File: config.mk
export PLATFORM = sky130hd
export DESIGN_NAME = rll_key_loader
export DESIGN_NICKNAME = d
export VERILOG_FILES = /design/src/rtl/rll_key_loader.sv
export SDC_FILE = /design/constraint.sdc
export NUM_CORES = 1
export LEC_CHECK = 0
export CAP_MARGIN = 20
export CORE_ASPECT_RATIO = 0.5
export CORE_MARGIN = 2
export CORE_UTILIZATION = 25
export CTS_BUF_LIST = sky130_fd_sc_hd__clkbuf_4 sky130_fd_sc_hd__clkbuf_8
export CTS_CLUSTER_DIAMETER = 200
export DETAILED_ROUTE_END_ITERATION = 10
export GPL_TIMING_DRIVEN = 0
export SLEW_MARGIN = 20
export SYNTH_ARGS = -nofsm -noshare
export SYNTH_HDL_FRONTEND = slang
export SYNTH_SLANG_ARGS = --single-unit
File: constraint.sdc
create_clock -name clk -period 2.6 [get_ports clk]
set_input_delay 0.39 -clock clk [delete_from_list [all_inputs] [get_ports clk]]
set_output_delay 0.39 -clock clk [all_outputs]
set_load 0.05 [all_outputs]
File: src/rtl/rll_key_loader.sv
// Serial key loader for an RLL-locked core: shifts an even-parity key frame
// in LSB first and commits it atomically onto key_out (bit i -> keyIn_0_i).
module rll_key_loader #(
  parameter int KEY_WIDTH = 32,
  parameter int LOCK_ONCE = 1,
  parameter int TIMEOUT   = 255
) (
  input  logic                 clk,
  input  logic                 rst_n,
  input  logic                 load_start,
  input  logic                 key_sdata,
  input  logic                 key_sen,
  input  logic                 key_clear,
  output logic [KEY_WIDTH-1:0] key_out,
  output logic                 key_valid,
  output logic                 busy,
  output logic                 load_err
);

  localparam int CW = $clog2(KEY_WIDTH + 1);
  localparam int TW = $clog2(TIMEOUT + 1);
  localparam logic [CW-1:0] LAST = CW'(KEY_WIDTH - 1);
  localparam logic [TW-1:0] TLAST = TW'(TIMEOUT - 1);

  typedef enum logic [1:0] {
    IDLE,
    SHIFT,
    PARITY,
    CHECK
  } state_t;

  state_t               state_q, state_d;
  logic [KEY_WIDTH-1:0] shadow_q, shadow_d;
  logic [KEY_WIDTH-1:0] key_q, key_d;
  logic [CW-1:0]        cnt_q, cnt_d;
  logic [TW-1:0]        tmo_q, tmo_d;
  logic                 par_q, par_d;
  logic                 valid_q, valid_d;
  logic                 err_q, err_d;
  logic                 busy_q;
  logic                 can_start;

  assign can_start = (LOCK_ONCE == 0) || !valid_q;

  always_ff @(posedge clk or negedge rst_n) begin
    if (!rst_n) begin
      state_q  <= IDLE;
      shadow_q <= '0;
      key_q    <= '0;
      cnt_q    <= '0;
      tmo_q    <= '0;
      par_q    <= 1'b0;
      valid_q  <= 1'b0;
      err_q    <= 1'b0;
      busy_q   <= 1'b0;
    end else begin
      state_q  <= state_d;
      shadow_q <= shadow_d;
      key_q    <= key_d;
      cnt_q    <= cnt_d;
      tmo_q    <= tmo_d;
      par_q    <= par_d;
      valid_q  <= valid_d;
      err_q    <= err_d;
      busy_q   <= (state_d != IDLE);
    end
  end

  always_comb begin
    state_d  = state_q;
    shadow_d = shadow_q;
    key_d    = key_q;
    cnt_d    = cnt_q;
    tmo_d    = tmo_q;
    par_d    = par_q;
    valid_d  = valid_q;
    err_d    = err_q;
    if (key_clear) begin
      state_d  = IDLE;
      shadow_d = '0;
      key_d    = '0;
      cnt_d    = '0;
      tmo_d    = '0;
      valid_d  = 1'b0;
      err_d    = 1'b0;
    end else begin
      unique case (state_q)
        IDLE: begin
          if (load_start && can_start) begin
            state_d  = SHIFT;
            shadow_d = '0;
            cnt_d    = '0;
            tmo_d    = '0;
            err_d    = 1'b0;
          end
        end
        SHIFT, PARITY: begin
          if (load_start) begin
            // restart the frame; a same-cycle strobe is dropped
            state_d  = SHIFT;
            shadow_d = '0;
            cnt_d    = '0;
            tmo_d    = '0;
          end else if (key_sen) begin
            tmo_d = '0;
            if (state_q == SHIFT) begin
              // shadow was zeroed at frame start, so OR-in is enough
              shadow_d = shadow_q
                | (KEY_WIDTH'(key_sdata) << cnt_q);
              cnt_d = cnt_q + CW'(1);
              if (cnt_q == LAST) begin
                state_d = PARITY;
              end
            end else begin
              par_d   = key_sdata;
              state_d = CHECK;
            end
          end else if (tmo_q == TLAST) begin
            err_d   = 1'b1;
            tmo_d   = '0;
            state_d = IDLE;
          end else begin
            tmo_d = tmo_q + TW'(1);
          end
        end
        CHECK: begin
          if ((^shadow_q ^ par_q) == 1'b0) begin
            key_d   = shadow_q;
            valid_d = 1'b1;
          end else begin
            err_d = 1'b1;
          end
          state_d = IDLE;
        end
        default: state_d = IDLE;
      endcase
    end
  end

  assign key_out   = key_q;
  assign key_valid = valid_q;
  assign busy      = busy_q;
  assign load_err  = err_q;

endmodule

==> After elaboration in Yosys (flattened, before gate mapping) <==
Cells that the tools add are included.
{ "classes": {"n_shift": 1, "mux": 39, "eq_ne": 13, "n_reduce_logical": 13, "bitwise_logic": 5, "add_sub_neg": 2, "n_lt_le_gt_ge": 0, "multipliers": 0, "div_mod_pow": 0} }
{ "op_table": {"columns": ["op", "n"], "rows": [
  ["32-bit 2-to-1 mux", 8],
  ["32-bit case mux with 2 select lines", 1],
  ["8-bit 2-to-1 mux", 5],
  ["32-bit bitwise OR", 1],
  ["32-bit XOR reduction", 1],
  ["1-bit by 6-bit << shifter with 32-bit output", 1],
  ["6-bit 2-to-1 mux", 5],
  ["8-bit case mux with 2 select lines", 1],
  ["3-bit inequality test, second input constant", 5],
  ["2-bit 2-to-1 mux", 7],
  ["6-bit case mux with 2 select lines", 1],
  ["5-bit AND reduction", 2],
  ["1-bit 2-to-1 mux", 9],
  ["8-bit by 1-bit adder with 8-bit output, second input constant", 1],
  ["8-bit == test, second input constant", 1],
  ["4-bit inequality test, second input constant", 2],
  ["6-bit by 1-bit adder with 6-bit output, second input constant", 1],
  ["6-bit by 5-bit == test with 1-bit output, second input constant", 1],
  ["2-bit case mux with 3 select lines", 1],
  ["2-bit == test, second input constant", 2],
  ["2-bit AND reduction", 2],
  ["4-bit AND reduction", 1],
  ["2-bit nonzero test", 2],
  ["1-bit inverter", 3],
  ["9 further kinds", 9]
]} }
{ "word_totals": {"elab_cells": 82, "mem_count": 0, "mem_bits_ro": 0, "inputBits": 6, "reg_bits": 84, "ram_bits": 0, "latch_bits": 0, "out_inout_bits": 35} }

==> Logic depth before layout (Yosys ltp) <==
{ "depth": {"word_depth": 8, "mapped_depth": 9, "mapped_depth_nobuf": 8} }

==> Worst setup path after synthesis <==
No wires, ideal clock.
{ "synth_timing": {"kind": "register to register", "from": "register shadow_q[21]", "to": "register key_q[18] (netlist: key_out[18])", "t_required_ns": 2.521, "synth_period_minus_slack_ns": 2.146, "arrival_ns": 2.067, "path_buffers": 1, "setup_ns": 0.079, "slack_ns": 0.454, "path_stages_with_launch": 8, "cell_sequence": "dfrtp_1 > xor2_1 > xnor2_1 > xnor2_2 > xnor3_2 > mux2i_4 > buf_8 > mux2i_1"} }
{ "synth_between": {"elab_chain_cells": 4} }
{ "synth_lines": {"columns": ["item", "line", "rtl"], "rows": [
  ["start, declared", "33", "logic [KEY_WIDTH-1:0] shadow_q, shadow_d;"],
  ["start signal, assigned", "58", "shadow_q <= shadow_d;"],
  ["32-bit XOR reduction", "127", "if ((^shadow_q ^ par_q) == 1'b0) begin"],
  ["1-bit bitwise XOR", "127", null],
  ["2-bit inequality test (no source line)", null, null],
  ["2-bit AND reduction (no source line)", null, null],
  ["end signal, assigned", "59", "key_q <= key_d;"],
  ["end, declared", "34", "logic [KEY_WIDTH-1:0] key_q, key_d;"]
]} }
No other way between the ends.
A chain may end at the register's enable or synchronous reset.

==> Final worst setup path <==
{ "layout_timing": {"from": "register state_q[0]", "to": "register shadow_q[24]"} }
{ "layout_between": {"elab_chain_cells": 4} }
{ "layout_lines": {"columns": ["item", "line", "rtl"], "rows": [
  ["start, declared", "32", "state_t state_q, state_d;"],
  ["start signal, assigned", "57", "state_q <= state_d;"],
  ["2-bit by 1-bit == test with 1-bit output or 2-bit == test (tied branches)", "87, 106", null],
  ["2-bit OR reduction", "87", "unique case (state_q)"],
  ["4-bit inequality test (no source line), or another cell as far along", null, null],
  ["4-bit AND reduction (no source line) or 32-bit 2-to-1 mux (tied branches)", null, null]
]} }
Several ways; a longest one is shown, not always the timed one.

==> summary.md <==
| Metric | Value |
|---|---|
| GRT overflow | 0 |
| Flop pwr share | roughly 50% |
| Post-synth top area share | between 40% and 50% |
| Core region area | 16640 um2 |
| Max Slew Vio Count | 0 |
| Pint | about 0.0020 W |
| GR Layer Usage met1 | 14.44% |
| Ports | 41 |
| Mapped Area | approximately 4300 um2 |
| Clk_skew | 0.009063 ns |
| Post-synthesis sequential area ratio | about 49% |
| Dpl hpwl | between 6000 and 7000 um |
| First-pass GRT wire length | between 15000 and 20000 um |
| Cells after synthesis | around 420 |
| Wirelength, routed | approximately 9700 um |
| RD Place Congestion | roughly 0.8 |
| DR pass1 iterations | 4 |
| Critical Path Sink Type | flop |
| Critical Path Slowest Stage Cell | and4b_1 |
| Final Critical Period | approximately 2.4 ns |
| Cell variety after synth | between 40 and 50 |
| Worst R2R Path Depth | 8 |
| Global routing met3 resource utilization | roughly 2.5% |
| Chip height | a little under 100 um |
| CTS buffer count | 9 |
| Mean Syn Cell Area | approximately 10 um2 |
| Via density | around 4.5 |
| Fraction of layout cells with a size suffix above 1 | ~7.5% |
| Register area | 2102 um2 |
| Root Buffer | clkbuf_8 |
| Gr usage total | 11.14% |
| Clock share of power | between 40% and 50% |
| Post-synth EDFFs | 0 |
| Final Net Count | between 400 and 500 |
| Hold Vio Cnt, Final | 0 |
| Reg2Reg Setup Slack | 0.23 ns |
| Syn_nets | between 400 and 500 |
| Drt drc | 0 |
| Commonest register cell after synthesis | dfrtp_1 |
| Dpl cell area | roughly 5000 um2 |
| Finished Core Util | a little under a third |
| Worst path cell trace | inv_1, ha_1, nor2b_1, a211o_1, o31a_1, and4b_1, a21oi_1, nor2_1 |
| Levels on crit path | 8 |
| CP Data Required Time | between 2 and 3 ns |
| Reg-to-Reg End | shadow_q[24] |
| Largest stage delay, worst path | 0.46 ns |
| Initial antenna violation count | 0 |
| Commonest non-fill, non-tap cell in the layout | dfrtp_1 |
| Relative slew slack | between 40 and 50% |
| Worst Path Arrival | about 2.7 ns |
| PwrDens | around 500 nW/um2 |
| Clk Latency, worst-skew pair | roughly 0.37 ns |
| Overall Power | approximately 0.0026 W |
| CTS tree | built |
| Critical path's top delay family | simple AND/OR/NAND/NOR gates |
| RSZ-0062 raised after global routing | no |
| Die area | around 18000 um2 |
| # rows | 33 |
| Launch point of the worst reg-to-reg path | state_q[0] |
| Final worst path period share | slightly above 90% |
| Commonest non-fill, non-tap cells in the layout | 84 x dfrtp_1, 70 x nand2b_1, 46 x nor2_1 |
| Clock Path Buffers | 2 |
| Launch point of the worst path | state_q[0] |
| Vias in the first global route | ~3200 |
| Worst path bufs/invs | 1 |
| Sink Count | between 80 and 90 |
| Area of the multi-input gates | between 2000 and 2500 um2 |
| Hold WC Path Type | reg -> reg |
| Initial core utilization | between 20% and 30% |
| Min-delay src | tmo_q[7] |
| Met2 Track Usage GR | ~19% |
| Max cap viols | 0 |
| Combinational power share | around a tenth |
| WL per Instance | 13.70 um |
| Area Growth Syn to Fin | 22.83% |
| Yosys top cell by area | dfrtp_1 |
| Sw Pwr | between 0.0006 and 0.0007 W |
| Async set-reset flop share out of synthesis | 100.0% |
| Max Freq | between 400 and 500 MHz |
| Count of buffers from port buffering | 40 |
| Worst setup path category | reg -> reg |
| Vias | approximately 3200 |
| Die width | roughly 190 um |
| Fin area | 5305 um2 |
| Top cells by area, synth | dfrtp_1 49%, nand2b_1 10%, mux2i_1 7.6% |
| Yosys warns | 0 |
| Drt first-iter violations | around 180 |
| Fill count | 1708 |
| Sw frac | between 20 and 25% |
| CP endpoint | shadow_q[24] |
| H-tree Lvls | 3 |
| Static Leak | roughly 2.1 nW |
| Crit-path max FO | 8 |
| CP Launch Type | flop |
| Final setup viols | 0 |
| Largest net degree at the start of global routing | between 50 and 60 |
| Grt peak-use layer | met2 |
| Tightest Pin Transition | around 0.76 ns |
| Remaining antenna violation count | 0 |
| VDD IR-drop max | ~0.27 mV |
| Seq cells post-synth | 84 |
| CTS clk-pin slew, worst paths | 0.08 ns |
| Status | finished, final reports clean |
| # diodes | 0 |
cell usage after synthesis (2+ instances only):
cell type / n
mux2i_1: 33
dfrtp_1: 84
nand3_1: 9
o31ai_1: 5
nor3b_1: 3
a21oi_1: 36
nand2_1: 16
nor3_1: 3
o21ai_0: 18
nor2b_1: 6
xor2_1: 2
and3_1: 4
buf_12: 2
o31a_1: 2
clkbuf_1: 18
ha_1: 8
inv_1: 4
and3b_1: 2
nor2_1: 46
nand2b_1: 70
and4_1: 2
a211oi_1: 2
xnor2_1: 24
and4b_1: 2
how the worst min path moves through the flow:
stage,cells past startpoint,to,slack (ns)
after floorplan,0,busy,0.09
after global placement,1,tmo_q[7],0.47
after detailed placement,1,state_q[1],0.37
after CTS,1,tmo_q[7],0.50
after global routing,1,tmo_q[7],0.53
final,1,tmo_q[7],0.49
area by class of cell:
class | count | share of cell area (%)
Tap cell | 227 | 5.354
Multi-Input combinational cell | 313 | 39.48
Clock buffer | 10 | 2.594
Timing Repair Buffer | 46 | 8.962
Inverter | 4 | 0.2830
Buffer | 17 | 2.099
Sequential cell | 84 | 39.62
Clock inverter | 5 | 1.604
through the flow:
stage               worst slack [ns]  hold slack [ns]  cells  setup TNS, ns
floorplan                     0.4539          0.09441    422              0
global placement              -2.082           0.4741    689        -179.40
detailed placement           -0.1504           0.3712    690         -4.652
CTS                          0.07301           0.5004    706              0
global route                 0.01418           0.5250    706              0
finish                        0.2254           0.4930    706              0
power by group through the flow:
stage | Combinational [W] | Sequential, W | Clock, W
6_report | 0.000254 | 0.00133 | 0.00106
5_1_grt | 0.000283 | 0.00133 | 0.00115
4_1_cts | 0.000255 | 0.00133 | 0.00110
3_5_place_dp | 0.000253 | 0.00136 | 0
3_3_place_gp | 0.000246 | 0.00136 | 0
2_1_floorplan | 0.000154 | 0.00136 | 0
logic make-up (layout without fill, tap and decap cells):
group / after synthesis / in the layout / share of synthesized area, %
adders and majority gates: 8 / 8 / 2.318
DFF: 84 / 84 / 48.67
AOI/OAI and AO/OA: 72 / 72 / 9.589
xor gates and xnor gates: 29 / 29 / 6.721
buffers and inverters: 25 / 82 / 3.186
muxes: 35 / 35 / 8.430
and+or+nand+nor: 169 / 169 / 21.09
flip-flops by register name (all words and copies together) (netlist names):
register,count
tmo_q,8
load_err,1
busy,1
cnt_q,6
key_valid,1
state_q,2
key_out,32
par_q,1
shadow_q,32
routing by layer:
layer	wire length [um]	vias to the layer above	share of wire (%)
met3	296	9	3.1
met2	4532	37	47
li1	-	1537	-
met4	120	0	1.2
met1	4724	1579	49
met5	0	-	0
worst reg2reg max path, delay by kind of cell, from the launching register on:
kind	cells	cell delay (ns)
adders and majority gates	1	0.39
DFF	1	0.44
buffers and inverters	1	0.11
AOI/OAI and AO/OA	3	0.59
and+or+nand+nor	3	0.78
repair_timing:
action                     CTS  global route
hold endpoints to repair    31             0
setup buffers                0             3
hold buffers                 1             0
setup endpoints to repair    0            49
gates resized for setup      0            10
No activity file was read; power rests on OpenSTA's default activity.
